<file path="config.mk">
export PLATFORM = sky130hd
export DESIGN_NAME = nn_batch_sequencer
export DESIGN_NICKNAME = d
export VERILOG_FILES = /design/src/rtl/nn_seq_pkg.sv /design/src/rtl/nn_seq_result_clamp.sv /design/src/rtl/nn_batch_sequencer.sv
export SDC_FILE = /design/constraint.sdc
export NUM_CORES = 1
export LEC_CHECK = 0
export ABC_AREA = 0
export CAP_MARGIN = 0
export CORE_AREA = 5 5 286 288
export DETAILED_ROUTE_END_ITERATION = 8
export DIE_AREA = 0 0 291 293
export SLEW_MARGIN = 20
export SYNTH_ARGS = -nofsm -noshare
export SYNTH_HDL_FRONTEND = slang
export SYNTH_SLANG_ARGS = --single-unit
</file>
<file path="constraint.sdc">
create_clock -name clk -period 4 [get_ports clk]
set_clock_uncertainty 0.05 [all_clocks]
set_input_delay 0.8 -clock clk [delete_from_list [all_inputs] [get_ports clk]]
set_output_delay 0.8 -clock clk [all_outputs]
set_load 0.01 [all_outputs]
</file>
<file path="src/rtl/nn_seq_pkg.sv">
// Shared types and helpers for the inference-core batch sequencer.
package nn_seq_pkg;

  typedef enum logic [2:0] {
    S_IDLE,
    S_FETCH,
    S_ISSUE,
    S_WAIT,
    S_SETTLE,
    S_EMIT,
    S_DONE
  } state_t;

  // Fixed-point 1.0 for a given number of fractional bits.
  function automatic int one_q(input int nfrac);
    return 1 << nfrac;
  endfunction

  function automatic logic clamp_neg(input logic sign_bit, input logic enable);
    return sign_bit & enable;
  endfunction

endpackage

</file>
<file path="src/rtl/nn_seq_result_clamp.sv">
// Combinational clamp of a result vector: negative elements become 1.0
// when enabled; also reports how many elements were replaced.
module nn_seq_result_clamp
  import nn_seq_pkg::*;
#(
  parameter int WIDTH       = 16,
  parameter int NFRAC       = 10,
  parameter int OUTPUT_SIZE = 5,
  parameter int CLAMP_NEG   = 1
) (
  input  logic [OUTPUT_SIZE-1:0][WIDTH-1:0]     data_in,
  output logic [OUTPUT_SIZE-1:0][WIDTH-1:0]     data_out,
  output logic [$clog2(OUTPUT_SIZE+1)-1:0]      n_clamped
);

  localparam int NW = $clog2(OUTPUT_SIZE+1);
  localparam logic [WIDTH-1:0] ONE = WIDTH'(one_q(NFRAC));

  logic [OUTPUT_SIZE-1:0] hit;

  for (genvar i = 0; i < OUTPUT_SIZE; i++) begin : g_lane
    assign hit[i]      = clamp_neg(data_in[i][WIDTH-1], CLAMP_NEG != 0);
    assign data_out[i] = hit[i] ? ONE : data_in[i];
  end

  always_comb begin
    n_clamped = '0;
    for (int i = 0; i < OUTPUT_SIZE; i++) n_clamped = n_clamped + NW'(hit[i]);
  end

endmodule

</file>
<file path="src/rtl/nn_batch_sequencer.sv">
// Batch driver for a single-shot inference core: fetch, issue, wait for the
// core, settle, clamp and emit each result, with watchdog and abort.
module nn_batch_sequencer
  import nn_seq_pkg::*;
#(
  parameter int WIDTH          = 16,
  parameter int NFRAC          = 10,
  parameter int INPUT_SIZE     = 16,
  parameter int OUTPUT_SIZE    = 5,
  parameter int MAX_VECTORS    = 65535,
  parameter int SETTLE_CYCLES  = 4,
  parameter int TIMEOUT_CYCLES = 1024,
  parameter int CLAMP_NEG      = 1,
  parameter int CW             = $clog2(MAX_VECTORS+1)
) (
  input  logic                                 clk,
  input  logic                                 reset,
  input  logic                                 start,
  input  logic                                 abort,
  input  logic [CW-1:0]                        num_vectors,
  input  logic                                 vec_valid,
  output logic                                 vec_ready,
  input  logic [INPUT_SIZE-1:0][WIDTH-1:0]     vec_data,
  output logic                                 core_input_ready,
  output logic [INPUT_SIZE-1:0][WIDTH-1:0]     core_input_data,
  input  logic                                 core_output_ready,
  input  logic [OUTPUT_SIZE-1:0][WIDTH-1:0]    core_output_data,
  output logic                                 res_valid,
  input  logic                                 res_ready,
  output logic [OUTPUT_SIZE-1:0][WIDTH-1:0]    res_data,
  output logic [CW-1:0]                        res_index,
  output logic                                 busy,
  output logic                                 done,
  output logic                                 timeout_err,
  output logic [31:0]                          clamp_count
);

  localparam int NW = $clog2(OUTPUT_SIZE+1);
  localparam int SW = $clog2(SETTLE_CYCLES+1);
  localparam int TW = $clog2(TIMEOUT_CYCLES+1);

  state_t state, state_nxt;

  logic [CW-1:0] count_q;
  logic [SW-1:0] settle_cnt;
  logic [TW-1:0] wd_cnt;
  logic          out_rdy_q;
  logic          out_edge, wd_expire, settle_last, last_vec, accept_start, capture;
  logic [OUTPUT_SIZE-1:0][WIDTH-1:0] clamped;
  logic [NW-1:0] n_clamped;
  logic [32:0]   clamp_sum;

  nn_seq_result_clamp #(
    .WIDTH(WIDTH), .NFRAC(NFRAC), .OUTPUT_SIZE(OUTPUT_SIZE), .CLAMP_NEG(CLAMP_NEG)
  ) u_clamp (
    .data_in(core_output_data),
    .data_out(clamped),
    .n_clamped(n_clamped)
  );

  // A level already high when WAIT begins is stale; only a fresh rise counts.
  assign out_edge     = core_output_ready && !out_rdy_q;
  assign wd_expire    = wd_cnt == TW'(TIMEOUT_CYCLES-1);
  assign settle_last  = settle_cnt == '0;
  assign last_vec     = res_index == count_q - 1'b1;
  assign accept_start = state == S_IDLE && start && num_vectors != '0;
  assign capture      = state == S_SETTLE && settle_last && !abort;
  assign clamp_sum    = {1'b0, clamp_count} + 33'(n_clamped);

  always_comb begin
    state_nxt        = state;
    vec_ready        = 1'b0;
    core_input_ready = 1'b0;
    res_valid        = 1'b0;
    done             = 1'b0;
    busy             = state != S_IDLE;
    unique case (state)
      S_IDLE:   if (start) state_nxt = (num_vectors != '0) ? S_FETCH : S_DONE;
      S_FETCH: begin
        vec_ready = 1'b1;
        if (vec_valid) state_nxt = S_ISSUE;
      end
      S_ISSUE: begin
        core_input_ready = 1'b1;
        state_nxt        = S_WAIT;
      end
      S_WAIT: begin
        if (out_edge)       state_nxt = S_SETTLE;
        else if (wd_expire) state_nxt = S_DONE;
      end
      S_SETTLE: if (settle_last) state_nxt = S_EMIT;
      S_EMIT: begin
        res_valid = 1'b1;
        if (res_ready) state_nxt = last_vec ? S_DONE : S_FETCH;
      end
      S_DONE: begin
        done      = 1'b1;
        state_nxt = S_IDLE;
      end
      default: state_nxt = S_IDLE;
    endcase
    if (abort && state != S_IDLE && state != S_DONE) state_nxt = S_DONE;
  end

  always_ff @(posedge clk) begin
    if (!reset) begin
      state           <= S_IDLE;
      count_q         <= '0;
      settle_cnt      <= '0;
      wd_cnt          <= '0;
      out_rdy_q       <= 1'b0;
      core_input_data <= '0;
      res_data        <= '0;
      res_index       <= '0;
      timeout_err     <= 1'b0;
      clamp_count     <= '0;
    end else begin
      state     <= state_nxt;
      out_rdy_q <= core_output_ready;

      if (accept_start) begin
        count_q     <= num_vectors;
        res_index   <= '0;
        timeout_err <= 1'b0;
        clamp_count <= '0;
      end

      if (state == S_FETCH && vec_valid) core_input_data <= vec_data;

      if (state == S_ISSUE)     wd_cnt <= '0;
      else if (state == S_WAIT) wd_cnt <= wd_cnt + 1'b1;

      if (state == S_WAIT && !out_edge && wd_expire) timeout_err <= 1'b1;

      if (state == S_WAIT && out_edge)
        settle_cnt <= SW'(SETTLE_CYCLES-1);
      else if (state == S_SETTLE && !settle_last)
        settle_cnt <= settle_cnt - 1'b1;

      if (capture) begin
        res_data    <= clamped;
        clamp_count <= clamp_sum[32] ? '1 : clamp_sum[31:0];
      end

      if (state == S_EMIT && res_ready && !abort && !last_vec)
        res_index <= res_index + 1'b1;
    end
  end

endmodule
</file>
## Word-level counts from Yosys, hierarchy flattened

Index checks and enable logic that the tools add are counted.

- Output and inout bits: 390
- Register bits after elaboration: 419
- Input port bits: 359
- Word-level logic and storage cells: 121

- Equality and inequality tests: 19
- Reductions and logical operators: 33
- $add $sub $neg: 9
- Bitwise gates (word level): 1
- Mux-type cells: 28

Operators with widths:

| kind | count |
|---|---|
| 32-bit two-way mux | 3 |
| 15-bit two-way mux | 5 |
| 32-bit by 3-bit adder with 33-bit output | 1 |
| 16-bit two-way mux | 2 |
| 3-bit two-way mux | 9 |
| 3-bit one-hot mux with 6 select lines | 1 |
| 16-bit by 1-bit adder with 16-bit output, second input constant | 1 |
| 16-bit equality test | 1 |
| 16-bit nonzero test | 1 |
| 16-bit by 1-bit subtractor with 16-bit output, second input constant | 1 |
| 1-bit logical AND | 15 |
| 3-bit inequality test, second input constant | 4 |
| 11-bit by 1-bit adder with 11-bit output, second input constant | 1 |
| 11-bit by 10-bit equality test with 1-bit output, second input constant | 1 |
| 5-bit AND reduction | 2 |
| 3-bit equality test, second input constant | 3 |
| 2-bit inequality test, second input constant | 4 |
| 2-bit nonzero test | 4 |
| 3-bit by 1-bit adder with 3-bit output | 2 |
| 3-bit by 2-bit equality test with 1-bit output, second input constant | 2 |
| 3-bit logical NOT | 2 |
| 1-bit two-way mux | 6 |
| 3-bit by 2-bit inequality test with 1-bit output, second input constant | 2 |
| 2-bit OR reduction | 3 |
| other kinds (9) | 14 |

## Logic depth before layout (Yosys ltp)

Gate-level depths: netlist (run 1).

- Word-level depth: 7
- Gate-level depth with buffers: 15
- Mapped depth without buffers: 14

## By module

A second synthesis (run 1) with hierarchy kept.

- Cell total of the unflattened synthesis: 2186
- Area total of the unflattened synthesis: 16853.7 sq um

Modules (own cells, without submodules):

| module | cells each | area an instance (sq um) | sequential area each (sq um) | instances |
|---|---|---|---|---|
| nn_batch_sequencer | 2092 | 16198.0 | 8388.0 | 1 |
| nn_seq_result_clamp | 94 | 655.6 | 0.0 | 1 |

## Worst setup path after synthesis (run 1)

Ideal clock, no wire load.

- Path type: input-to-reg
- Start point: in core_output_data[15] (netlist name)
- End point: reg clamp_count[21]
- Path buffers: 1
- Path slack: -0.111 ns
- Setup time: 0.091 ns
- Arrival: 3.970 ns
- Stages: 15
- Required time: 3.859 ns
- Path through: fa_1 -> inv_1 -> fa_1 -> inv_1 -> ha_1 -> inv_1 -> fa_1 -> nor2b_1 -> o2111ai_1 -> or3_1 -> or3_1 -> clkbuf_1 -> o21ai_0 -> a21oi_1 -> a311oi_1

- Word-level cells in the longest chain between the ends: 7

Ends and longest elaborated chain:

| item | RTL line | RTL |
|---|---|---|
| start: declaration | nn_batch_sequencer.sv:27 | `input logic [OUTPUT_SIZE-1:0][WIDTH-1:0] core_output_data,` |
| 1-bit by 1-bit adder with 2-bit output | nn_seq_result_clamp.sv:28 | `for (int i = 0; i < OUTPUT_SIZE; i++) n_clamped = n_clamped + NW'(hit[i]);` |
| 2-bit by 1-bit adder with 3-bit output | nn_seq_result_clamp.sv:28 |  |
| 3-bit by 1-bit adder with 3-bit output (2 in a row) | nn_seq_result_clamp.sv:28 |  |
| 32-bit by 3-bit adder with 33-bit output | nn_batch_sequencer.sv:68 | `assign clamp_sum = {1'b0, clamp_count} + 33'(n_clamped);` |
| 32-bit two-way mux | nn_batch_sequencer.sv:142 | `clamp_count <= clamp_sum[32] ? '1 : clamp_sum[31:0];` |
| 32-bit two-way mux | nn_batch_sequencer.sv:140 | `if (capture) begin` |
| end signal: assignment | nn_batch_sequencer.sv:142 |  |
| end: declaration | nn_batch_sequencer.sv:35 | `output logic [31:0] clamp_count` |

No other way between the ends.
A chain may end at the register's enable or synchronous reset.

## Worst setup path in the final report (run 1)

- Start point: in core_output_data[63] (netlist name)
- End point: reg clamp_count[2]

- Word-level cells in the longest chain between the ends: 5

Ends and longest elaborated chain:

| item | RTL line |
|---|---|
| 3-bit by 1-bit adder with 3-bit output (2 in a row) | nn_seq_result_clamp.sv:28 |
| 32-bit by 3-bit adder with 33-bit output | nn_batch_sequencer.sv:68 |
| 32-bit two-way mux | nn_batch_sequencer.sv:142 |
| 32-bit two-way mux | nn_batch_sequencer.sv:140 |

No other way between the ends.

==> results of run 1 <==
-- tightest hold or removal path, stage by stage (launching register included) --
cell	delay (ns)
dfxtp_1	0.30
nand2_1	0.05
a21oi_1	0.05
-- worst paths after layout --
check / slack (ns) / to / cells past startpoint
worst max register to register: 0.69 / clamp_count[2]$_SDFFE_PN0P_ / 15
worst min register to register: 0.40 / res_data[24]$_SDFFE_PN0P_ / 2
worst min-delay path: 0.40 / res_data[24]$_SDFFE_PN0P_ / 2
worst max-delay path: 0.12 / clamp_count[2]$_SDFFE_PN0P_ / 18
-- per-stage QoR --
step	utilization [%]	hold WS [ns]	cells
5_1_grt	34.4	0.414	3880
3_5_place_dp	32.2	0.393	3790
3_3_place_gp	32.2	0.388	3790
2_1_floorplan	-	0.404	2089
4_1_cts	34.3	0.400	3878
6_report	34.4	0.396	3880
-- what timing repair did --
action,4_1_cts,5_1_grt
hold buffers,0,0
pin swaps,3,4
gates resized for setup,4,16
setup endpoints to repair,25,31
buffers inserted,0,2
-- Yosys cell counts, types with 10 or more instances --
cell type  number
and3_1         23
nand2_1       612
o21ai_1        28
xnor2_1        16
nor3_1         34
nor2_1         96
clkbuf_1      148
nand3_1        28
o21ai_0        28
inv_1          26
dfxtp_1       414
nand4_1        13
mux2i_1        20
or3_1          10
and2_1         15
o2111ai_1      10
a21oi_1       374
xor2_1         14
nand3b_1       57
-- cells in the final DEF (no fill, tap or decap), types with 29 or more instances in the layout --
master | netlist | layout
clkdlybuf4s50_1 | 0 | 740
nand2_1 | 612 | 611
dfxtp_1 | 414 | 414
a21oi_1 | 374 | 374
nor2_1 | 96 | 95
nand3b_1 | 57 | 57
buf_4 | 5 | 53
clkbuf_16 | 0 | 49
nor3_1 | 34 | 32
o21ai_1 | 28 | 29
-- logic make-up after synthesis --
family | after synthesis | synth area share [%]
multiplexers | 20 | 1.21
other | 1 | 0.0227
AO/OA/AOI/OAI | 493 | 16.4
AND/OR/NAND/NOR | 930 | 25.0
flip-flops | 414 | 50.3
adder cells (fa/ha/maj) | 12 | 1.05
buffers and inverters | 184 | 4.35
XOR/XNOR | 31 | 1.73
-- power breakdown --
part | internal [W] | leakage, nW | switching, W
combinational | 0.00166 | 5.13 | 0.00192
clock | 0.00279 | 0.811 | 0.00185
sequential | 0.00455 | 3.35 | 0.000293
-- metal layers --
layer	global-route usage, %	part of all wire [%]
met1	18.8	41
met2	26.2	49
met3	5.06	8.5
met4	3.25	1.8
met5	0	0.017
-- sequential cells by signal, indices dropped and copies added (netlist names) --
| signal | flops |
|---|---|
| core_input_data | 256 |
| res_data | 75 |
| clamp_count | 32 |
| count_q | 16 |
| res_index | 16 |
| wd_cnt | 11 |
| settle_cnt | 3 |
| state | 3 |
| out_rdy_q | 1 |
| timeout_err | 1 |
-- final cells by class --
class,instances,area (um2)
Clock buffer,75,1470
Clock inverter,13,185
Fill cell,8198,51600
Inverter,28,113
Multi-Input combinational cell,1491,7590
Sequential cell,414,8290
Tap cell,1050,1310
Timing Repair Buffer,809,8070
==> results.md, run 1 <==
* Cells after Synth at 2085
* Worst path bufs/invs at 8
* Mapped cell area at 0.0165 mm2
* Area growth from synthesis to layout at 64.0%
* DR pass1 iterations at 5
* Post-layout min period at 3.88 ns
* Ports at 749
* Clock transition at path regs at 0.06 ns
* Slew at the pin closest to its max-slew limit at 0.757 ns
* Arrival @ worst endpoint at 4.33 ns
* H-tree levels at 2
* Die Height at 293 um
* Fin worst setup slack at 0.116 ns
* Final total power at 0.0131 W
* Gr usage total at 15.3%
* Vias at 16.9k
* Share of the synthesized area in the top cell type at 50.3%
* CP top delay family: adder cells
* Synth area leader: dfxtp_1
* Initial antenna violation count at 3
* CP Capture Type: flop
* Biggest cell delay along the critical path at 0.48 ns
* Crit path kind: input port to flop
* Number of max-slew violations in the final report at 0
* Post-synth EDFFs at 0
* DP Area at 0.0253 mm2
* Clock Latency Late Sink at 0.58 ns
* Slowest library cell on the worst path: fa_1
* #FFs+latches synth at 414
* Die area at 0.0853 mm2
* CTS tree: done
* Pin count of the biggest net entering global routing at 79
* Max_slew headroom at 49.2%
* Hold_sp: res_data[24]$_SDFFE_PN0P_
* I/O Buffers at 743
* Wire length per cell at 18.0 um
* Crit path max fanout at 9
* Total CTS buffers at 48
* Cell row count at 103
* Initial core utilization at 21.0%
* Peak supply drop at 0.000373 V
* Hold Violations, Final at 0
* Placer's final routability congestion estimate at 0.814
* Root buffer cell: clkbuf_16
* Status: finished clean
* CTS sink cnt at 414
* Worst setup path startpoint: core_output_data[63]
* Data required time of the worst path at 4.45 ns
* Syn. warnings at 0
* First-iteration detailed-routing DRC count at 1004
* Post-synthesis sequential area ratio at 50.3%
* Setup violations, final at 0
* Share of layout cells above drive strength 1 at 6.18%
* Crit share post-route at 97.1%
* Clock Path Buffers at 3
* Nets at 3163
* Type of element launching the critical path: input port
* Average size of a mapped cell at 7.91 um2
* Pre-CTS setup slack at -0.761 ns
* Crit Reg-Reg Startpoint: clamp_count[0]$_SDFFE_PN0P_
* Setup_tns at 0 ns
* Post-Layout Inst Area at 0.0270 mm2
* Synth Flop Type: dfxtp_1
* CP dominant cell by count: inv_1
* Hold WC Path Type: flop to flop
* DR vias/cell at 4.36
* RSZ-0062 raised after global routing: no
* Overflow after GRT at 0
* Share of flip-flops with an asynchronous set or reset at 0%
* Vias in the first global route at 16.3k
* Core area at 0.0786 mm2
* Synth area leaders: dfxtp_1 50%, nand2_1 14%, a21oi_1 11%, clkbuf_1 3.4%, nand3b_1 2.6%
* Unique masters post-synth at 61
* Drt total wl at 69900 um
* Die width at 291 um
* Pleak at 9.29 nW
* HPWL Detailed at 52100 um
* Fmax at 257 MHz
* Diode count at 0
* PD cells at 483 mW/mm2
* First-pass GRT wire length at 104000 um
* Critical-path cell list: dlymetal6s2s_1 -> buf_6 -> fa_1 -> inv_1 -> fa_1 -> inv_1 -> ha_2 -> inv_1 -> fa_2 -> nor2b_4 -> o2111ai_2 -> or3_4 -> buf_4 -> nor3_4 -> buf_6 -> buf_8 -> o21ai_0 -> a21oi_1
* Final ANT Viol Nets at 0
* DRC violations left at 0
* Max cap viols at 0
Power figures use the tool's default switching activity.
==> run 2, diff against run 1 <==
- GPL_TIMING_DRIVEN: not set -> 0
==> run 2 against run 1 <==
Routed wire length increased by 13%. Clock-buffer cell count increased by 3. Worst hold slack improved by 0.0039 ns. Critical path type unchanged. Worst setup slack improved by 0.044 ns. Cell count increased by 2.4%. Largest power group unchanged. Largest cell class unchanged. Register-to-register slack got worse by 0.20 ns. Die area unchanged. Cell area decreased by 0.60%. Via count increased by 3.9%. Sequential share of layout area increased by 0.18 points. Combinational power increased by 4%.
==> results.md, run 2 (synthesized netlist as in run 1, its figures left out) <==
* Status: finished clean
* Hold_sp: res_data[46]$_SDFFE_PN0P_
* Gr usage total at 17.1%
* Setup_tns at 0 ns
* Total CTS buffers at 49
* Cell row count at 103
* First-pass GRT wire length at 112000 um
* Number of max-slew violations in the final report at 0
* Max cap viols at 0
* M1 wire length at 32100 um
* Peak supply drop at 0.000316 V
* Slew at the pin closest to its max-slew limit at 1.16 ns
* Hold Violations, Final at 0
* Crit Reg-Reg Startpoint: state[0]$_SDFFE_PP0P_
* Post-layout min period at 3.84 ns
* Vias at 17.6k
* Worst R2R Path Depth at 9
* DR vias/cell at 4.43
* Crit path max fanout at 9
* Hold WC Path Type: flop to flop
* Regs by FF count: core_input_data: 256 flops, res_data: 75 flops, clamp_count: 32 flops
* Setup violations, final at 0
* Commonest non-fill, non-tap cells in the layout: 739 x clkdlybuf4s50_1, 612 x nand2_1, 414 x dfxtp_1
* Initial core utilization at 21.0%
* Pre-CTS setup slack at -1.34 ns
* Multi-input gate area at 0.00755 mm2
* Area growth from synthesis to layout at 63.0%
* Met2 wire len at 37200 um
* Arrival @ worst endpoint at 4.27 ns
* WL met3 at 6770 um
* Vias in the first global route at 16.8k
* I/O Buffers at 742
* DRC violations left at 0
* Slowest library cell on the worst path: fa_1
* CP dominant cell by count: inv_1
* FF-to-FF End: core_input_data[67]$_SDFFE_PN0P_
* Pin count of the biggest net entering global routing at 16
* Wire length per cell at 19.9 um
* HPWL Detailed at 62400 um
* Die width at 291 um
* Drt total wl at 78900 um
* Flop2flop setup slack at 0.49 ns
* Max reg flops at 256
* Register area at 0.00829 mm2
* Data required time of the worst path at 4.43 ns
* Crit path kind: input port to flop
* Nets at 3252
* Clock transition at path regs at 0.06 ns
* Fmax at 260 MHz
* CTS tree: done
* Fin worst setup slack at 0.160 ns
* Type of element launching the critical path: input port
* Top layer in use: met4
* DP Area at 0.0253 mm2
* Biggest cell delay along the critical path at 0.48 ns
* Fillers at 8353
* Hold Path Sink: res_data[46]$_SDFFE_PN0P_
* Die area at 0.0853 mm2
* First-iteration detailed-routing DRC count at 1052
* Root buffer cell: clkbuf_16
* Placer's final routability congestion estimate at 0.874
* Hold depth at 2
* Core area at 0.0786 mm2
* Pleak at 9.08 nW
* Clock Path Buffers at 3
* Most flop-heavy register: core_input_data
* H-tree levels at 2
* Share of layout cells above drive strength 1 at 3.70%
* Overflow after GRT at 0
* Crit share post-route at 96.0%
* Critical-path cell list: buf_2 -> fa_1 -> inv_1 -> fa_1 -> inv_1 -> ha_1 -> inv_1 -> fa_2 -> nor2b_4 -> o2111ai_2 -> or3_4 -> or3_4 -> o21ai_0 -> a21oi_1 -> a311oi_1
* PD cells at 482 mW/mm2
* Final ANT Viol Nets at 0
* Clock Latency Late Sink at 0.58 ns
* CTS sink cnt at 414
* Most common cell after layout, fill and taps aside: clkdlybuf4s50_1
* Die Height at 293 um
* Initial antenna violation count at 14
* CP Capture Type: flop
* RSZ-0062 raised after global routing: no
* Max_slew headroom at 23.0%
* Post-Layout Inst Area at 0.0269 mm2
* DR pass1 iterations at 6
* Ports at 749
[run 2: cell count changes in the layout (fill, tap and decap cells not counted), moves of 5 or more]
cell,previous run,this run
buf_12,10,0
buf_4,53,6
clkbuf_2,1,6
diode_2,0,9
clkbuf_1,11,155
[run 2: cell type report]
cell class / count / share of cell area (%)
clock inverter: 7 / 0.237
clock buffer: 78 / 5.57
tap: 1050 / 4.89
buffer: 154 / 2.29
sequential: 414 / 30.8
multi-input combinational: 1491 / 28.1
antenna: 9 / 0.0838
timing repair buffer: 743 / 27.6
inverter: 28 / 0.391
[run 2: report_power, final]
| group | switching (W) | internal [W] |
|---|---|---|
| Combinational | 0.00210 | 0.00162 |
| Clock | 0.00181 | 0.00261 |
| Sequential | 0.000254 | 0.00455 |
| Total | 0.00417 | 0.00878 |
[run 2: repair_timing]
| action | CTS | global route |
|---|---|---|
| hold buffers | 0 | 0 |
| pin swaps | 0 | 2 |
| endpoints found under the setup margin | 32 | 29 |
| buffers inserted | 0 | 0 |
| resized for setup | 15 | 8 |
[run 2: metrics by stage]
stage                     instances  power, W  utilization, %  hold WS [ns]
after global routing           3971    0.0136            34.2         0.412
final                          3974    0.0129            34.2         0.400
after CTS                      3965    0.0131            34.1         0.400
after detailed placement       3882   0.00863            32.2         0.393
after global placement         3881   0.00861            32.1         0.388
after floorplan                2089   0.00667               -         0.404
[run 2: metal layers]
| metal | vias to the layer above | track usage [%] |
|---|---|---|
| li1 | 8599 | - |
| met1 | 8181 | 20.8 |
| met2 | 684 | 28.8 |
| met3 | 132 | 5.34 |
| met4 | 0 | 6.18 |
| met5 | - | 0 |
[run 2: worst max-delay path by stage]
stage                               startpoint                            to  slack, ns  cells after the start
after floorplan           core_output_data[15]  clamp_count[21]$_SDFFE_PN0P_      0.003                     15
after global placement    core_output_data[63]  clamp_count[14]$_SDFFE_PN0P_      -1.29                     15
after detailed placement  core_output_data[63]  clamp_count[14]$_SDFFE_PN0P_      -1.34                     15
after CTS                 core_output_data[31]  clamp_count[30]$_SDFFE_PN0P_      0.006                     15
after global routing      core_output_data[79]  clamp_count[21]$_SDFFE_PN0P_       0.01                     14
final                     core_output_data[63]  clamp_count[21]$_SDFFE_PN0P_       0.16                     15
[run 2: critical path, delay by kind of cell]
| kind | cells | cell delay (ns) |
|---|---|---|
| fa+ha+maj | 4 | 1.42 |
| simple gates | 3 | 0.96 |
| compound gates | 4 | 0.60 |
| buf+inv | 4 | 0.47 |
==> patch 1, RTL diff (settings of run 2) <==
Encoding of `state_t`: now one-hot (7 bits for 7 states).
--- a/src/rtl/nn_seq_pkg.sv
+++ b/src/rtl/nn_seq_pkg.sv
@@ -2,12 +2,12 @@
 package nn_seq_pkg;
 
-  typedef enum logic [2:0] {
-    S_IDLE,
-    S_FETCH,
-    S_ISSUE,
-    S_WAIT,
-    S_SETTLE,
-    S_EMIT,
-    S_DONE
+  typedef enum logic [6:0] {
+    S_IDLE   = 7'b0000001,
+    S_FETCH  = 7'b0000010,
+    S_ISSUE  = 7'b0000100,
+    S_WAIT   = 7'b0001000,
+    S_SETTLE = 7'b0010000,
+    S_EMIT   = 7'b0100000,
+    S_DONE   = 7'b1000000
   } state_t;
 
Formal check against the unedited RTL: no difference found for any inputs over 4 cycles, from zero or initial values and one cycle with reset low; so few cycles prove little.
==> patch 1 against run 2 <==
- final area up 1.0%
- cell count up 0.23%
- routed wire length up 6.8%
- total power shrank 13%
- sequential cell count up 4
- synthesized cell count unchanged
- setup slack better by 28 ps
- hold slack worse by 3.0 ps
- area after synthesis is 0.43% higher
==> patch 1: results (changes against run 2) <==
[grt]
globalRouteTotalUtil=0.1842  ; was 0.1715
grt_pass1_vias=17380  ; was 16,790
grt_max_degree=14  ; was 16
met1_usage=0.2184  ; was 0.2085
antenna_found_initial=17  ; was 14
grt_pass1_wl_mm=119.0  ; was 112.3 mm

[final_layout]
fin_nets=3257  ; was 3,252
fin_cells=3983  ; was 3,974
layout-drive-gt1-share=0.04308  ; was 0.03705

[placement]
gp_congestion=0.8829  ; was 0.8739
place_hpwl_mm=66.85  ; was 62.36 mm

[routing]
dr_wl_met2_mm=40.83  ; was 37.17 mm
wl_met1_mm=33.53  ; was 32.09 mm
wl_mm=84.23  ; was 78.90 mm
drt_first_iter_violations=932  ; was 1,052
wl_met3_mm=7.475  ; was 6.770 mm
num_vias=17900  ; was 17,600

[setup_path]
critPathMaxFanout=10  ; was 9
rr_endpoint=res_data[2]  ; was core_input_data[67]
reg2regPathDepth=7  ; was 9
cp_slowest_stage_delay_ps=500  ; was 480 ps
r2r_slack_ps=630  ; was 490 ps

[power]
p_leak_nw=9.175  ; was 9.083 nW
total_power_mw=11.28  ; was 12.94 mW

[synthesis]
synth-seq-area-share=0.5054  ; was 0.5027
synthCells=2085  ; unchanged
ys_types=70  ; was 61

[hold_path]
hp-start=res_data[33]  ; was res_data[46]
holdPathEnd=res_data[33]  ; was res_data[46]

[sta]
holdWs_ps=397.4  ; was 400.3 ps
worst_pin_slew_ps=1123  ; was 1155 ps

[status]
status=finished clean  ; unchanged

## patch 1: power breakdown
| group | leakage (nW) | switching (mW) | internal (mW) |
|---|---|---|---|
| clock | 0.856 | 1.88 | 2.93 |
| sequential | 3.37 | 0.130 | 4.32 |
| combinational | 4.95 | 1.07 | 0.945 |
| total | 9.17 | 3.08 | 8.20 |
## patch 1: worst max-delay path: cells and delay by family
family / cells / cell delay (ps)
simple gates: 6 / 1110
buf+inv: 6 / 1100
compound gates: 1 / 170
fa+ha+maj: 3 / 1030
## patch 1: worst max-delay path by stage
stage	from	to	slack, ps	cells past startpoint
after detailed placement	core_output_data[15]	clamp_count[7]	-1870	16
after global placement	core_output_data[15]	clamp_count[7]	-1860	16
final	core_output_data[79]	clamp_count[30]	190	16
after CTS	core_output_data[31]	clamp_count[7]	-3	15
after floorplan	core_output_data[15]	clamp_count[7]	60	15
after global routing	core_output_data[79]	clamp_count[30]	-8	16
## patch 1: cell families (layout without fill, tap and decap cells)
kind of cell,Yosys count,after routing,synth area share
AND/OR/NAND/NOR,939,939,0.2526
AO/OA/AOI/OAI,486,486,0.1601
flip-flops,418,418,0.5054
buffers and inverters,176,1012,0.04164
XOR/XNOR,33,33,0.01746
multiplexers,20,20,0.01209
adder cells (fa/ha/maj),12,12,0.01043
other,1,13,0.0002265
## patch 1: layout make-up
cell class / instances / area [um^2]
fillers: 8307 / 51460
plain buffers: 146 / 591.8
well taps: 1050 / 1314
flip-flops and latches: 418 / 8368
repair buffers: 747 / 7472
inverters: 29 / 108.9
clock buffers: 70 / 1468
clock inverters: 20 / 262.8
diodes: 8 / 20.02
multi-input cells: 1495 / 7552
## patch 1: repair_timing
item	CTS	global route
pin swaps	1	1
gates resized for setup	16	12
setup buffers	1	3
endpoints found under the setup margin	32	31
gates cloned	0	0
==> patch 2, RTL diff (flow settings as in run 2) <==
Without the edit above. The parameter `SETTLE_CYCLES` goes from 4 to 2.
--- a/src/rtl/nn_batch_sequencer.sv
+++ b/src/rtl/nn_batch_sequencer.sv
@@ -9,5 +9,5 @@
   parameter int OUTPUT_SIZE    = 5,
   parameter int MAX_VECTORS    = 65535,
-  parameter int SETTLE_CYCLES  = 4,
+  parameter int SETTLE_CYCLES  = 2,
   parameter int TIMEOUT_CYCLES = 1024,
   parameter int CLAMP_NEG      = 1,
Behaviour: not the same (Yosys sat finds a counterexample within 10 cycles, from zero or initial values and one cycle with reset low).
==> patch 2 against run 2 <==
- total power decreased by 2.4%
- via count increased by 0.35%
- sequential cell count decreased by 1
- fmax increased by 0.91%
- combinational power decreased by 7.2%
- cell count increased by 0.10%
- sequential power about the same
- routed wire length decreased by 1.1%
- hold slack got worse by 2.9 ps
- setup slack improved by 35 ps
- final area decreased by 0.38%
- area after synthesis decreased by 0.87%
- largest cell class unchanged
- largest power group unchanged
- highest routed layer is now met5
==> patch 2: results (changes against run 2) <==
[placement]
gp_congestion=0.8636  ; was 0.8739
place_ws_ps=-1647  ; was -1342 ps
place_hpwl_mm=61.36  ; was 62.36 mm

[setup_path]
critPathMaxFanout=10  ; was 9
rr_endpoint=core_input_data[11]  ; was core_input_data[67]
endpoint=clamp_count[19]  ; was clamp_count[21]
timing.critical_path.from=core_output_data[15]  ; was core_output_data[63]
cp_slowest_cell=fa_1  ; unchanged
r2r_slack_ps=740  ; was 490 ps
reg2regPathDepth=8  ; was 9
cp_slowest_stage_delay_ps=550  ; was 480 ps
critical_path_arrival_ps=4250  ; was 4270 ps
rr_startpoint=state[1]  ; was state[0]

[routing]
wl_met3_mm=6.448  ; was 6.770 mm
wire_per_inst_um=19.62  ; was 19.85 um
drt_first_pass_iters=5  ; was 6
drt_first_iter_violations=1065  ; was 1,052
dr_wl_met2_mm=36.85  ; was 37.17 mm
highest_layer=met5  ; was met4
wl_met1_mm=32.08  ; was 32.09 mm
routed_via_density=4.439  ; was 4.428

[hold_path]
holdPathEnd=res_data[41]  ; was res_data[46]
hp-start=res_data[41]  ; was res_data[46]

[final_layout]
layout-drive-gt1-share=0.04211  ; was 0.03705
fill_cells=8339  ; was 8,353
fin_nets=3256  ; was 3,252

[grt]
grt_pass1_wl_mm=111.9  ; was 112.3 mm
antenna_found_initial=20  ; was 14
met1_usage=0.2098  ; was 0.2085
globalRouteTotalUtil=0.1706  ; was 0.1715
grt_util_met3=0.05465  ; was 0.05344

[sta]
holdWs_ps=397.5  ; was 400.3 ps
fin_crit_sh=0.9513  ; was 0.9600
worst_pin_slew_ps=933.4  ; was 1155 ps

[synthesis]
synth_commonest_cells=646 x nand2_1, 413 x dfxtp_1, 382 x a21oi_1, 146 x clkbuf_1, 86 x nor2_1  ; was 612 x nand2_1, 414 x dfxtp_1, 374 x a21oi_1, 148 x clkbuf_1, 96 x nor2_1
synth-seq-area-share=0.5059  ; was 0.5027
yosys-top-cells-area=dfxtp_1 51%, nand2_1 15%, a21oi_1 12%, clkbuf_1 3.4%, nand3b_1 2.6%  ; was dfxtp_1 50%, nand2_1 14%, a21oi_1 11%, clkbuf_1 3.4%, nand3b_1 2.6%

[power]
peakVddDrop_uv=337.4  ; was 315.8 uV

[status]
status=finished clean  ; unchanged

-- patch 2: cell types whose count changed after synthesis, moves of 8 or more --
cell	before	now
nand2_1	612	646
o21ai_1	28	0
o211ai_1	3	22
mux2i_1	20	4
inv_1	26	14
nor2_1	96	86
o2111ai_1	10	1
a21oi_1	374	382
-- patch 2: stage by stage --
stage	std cells	area, um^2
3_3_place_gp	3877	25100
4_1_cts	3968	26730
5_1_grt	3974	26760
2_1_floorplan	2085	16360
6_report	3978	26770
3_5_place_dp	3879	25150
-- patch 2: repair_timing --
item | 4_1_cts | 5_1_grt
endpoints found under the hold margin | 0 | 0
setup endpoints to repair | 32 | 21
pin swaps | 2 | 0
setup buffers | 4 | 3
hold buffers | 0 | 0
gates resized for setup | 9 | 12
-- patch 2: cell type report --
cell class              count  area [um^2]  area share
clock buffers              71         1419     0.05300
clock inverters            15        127.6    0.004767
flip-flops and latches    413         8268      0.3088
plain buffers             157        630.6     0.02355
inverters                  15        60.06    0.002243
multi-input cells        1499         7437      0.2778
well taps                1050         1314     0.04907
diodes                      7        17.52   0.0006543
repair buffers            751         7500      0.2801
-- patch 2: power breakdown --
part	total, mW	leakage [nW]	switching (mW)	internal (mW)
Sequential	4.79	3.34	0.254	4.53
Clock	4.39	0.771	1.82	2.57
Combinational	3.46	4.85	1.92	1.54
Total	12.6	8.96	3.99	8.64
-- patch 2: cells by family after synthesis --
family | after synthesis | share of synthesized area
fa+ha+maj | 11 | 0.009800
compound gates | 486 | 0.1608
mux | 7 | 0.005206
xor+xnor | 34 | 0.01822
flops | 413 | 0.5059
buf+inv | 173 | 0.04165
other cells | 1 | 0.0002295
simple gates | 956 | 0.2582
-- patch 2: tightest hold or removal path, cell delays in order (launching register included) --
cell     delay, ps
dfxtp_1        300
nand2_1         50
a21oi_1         50
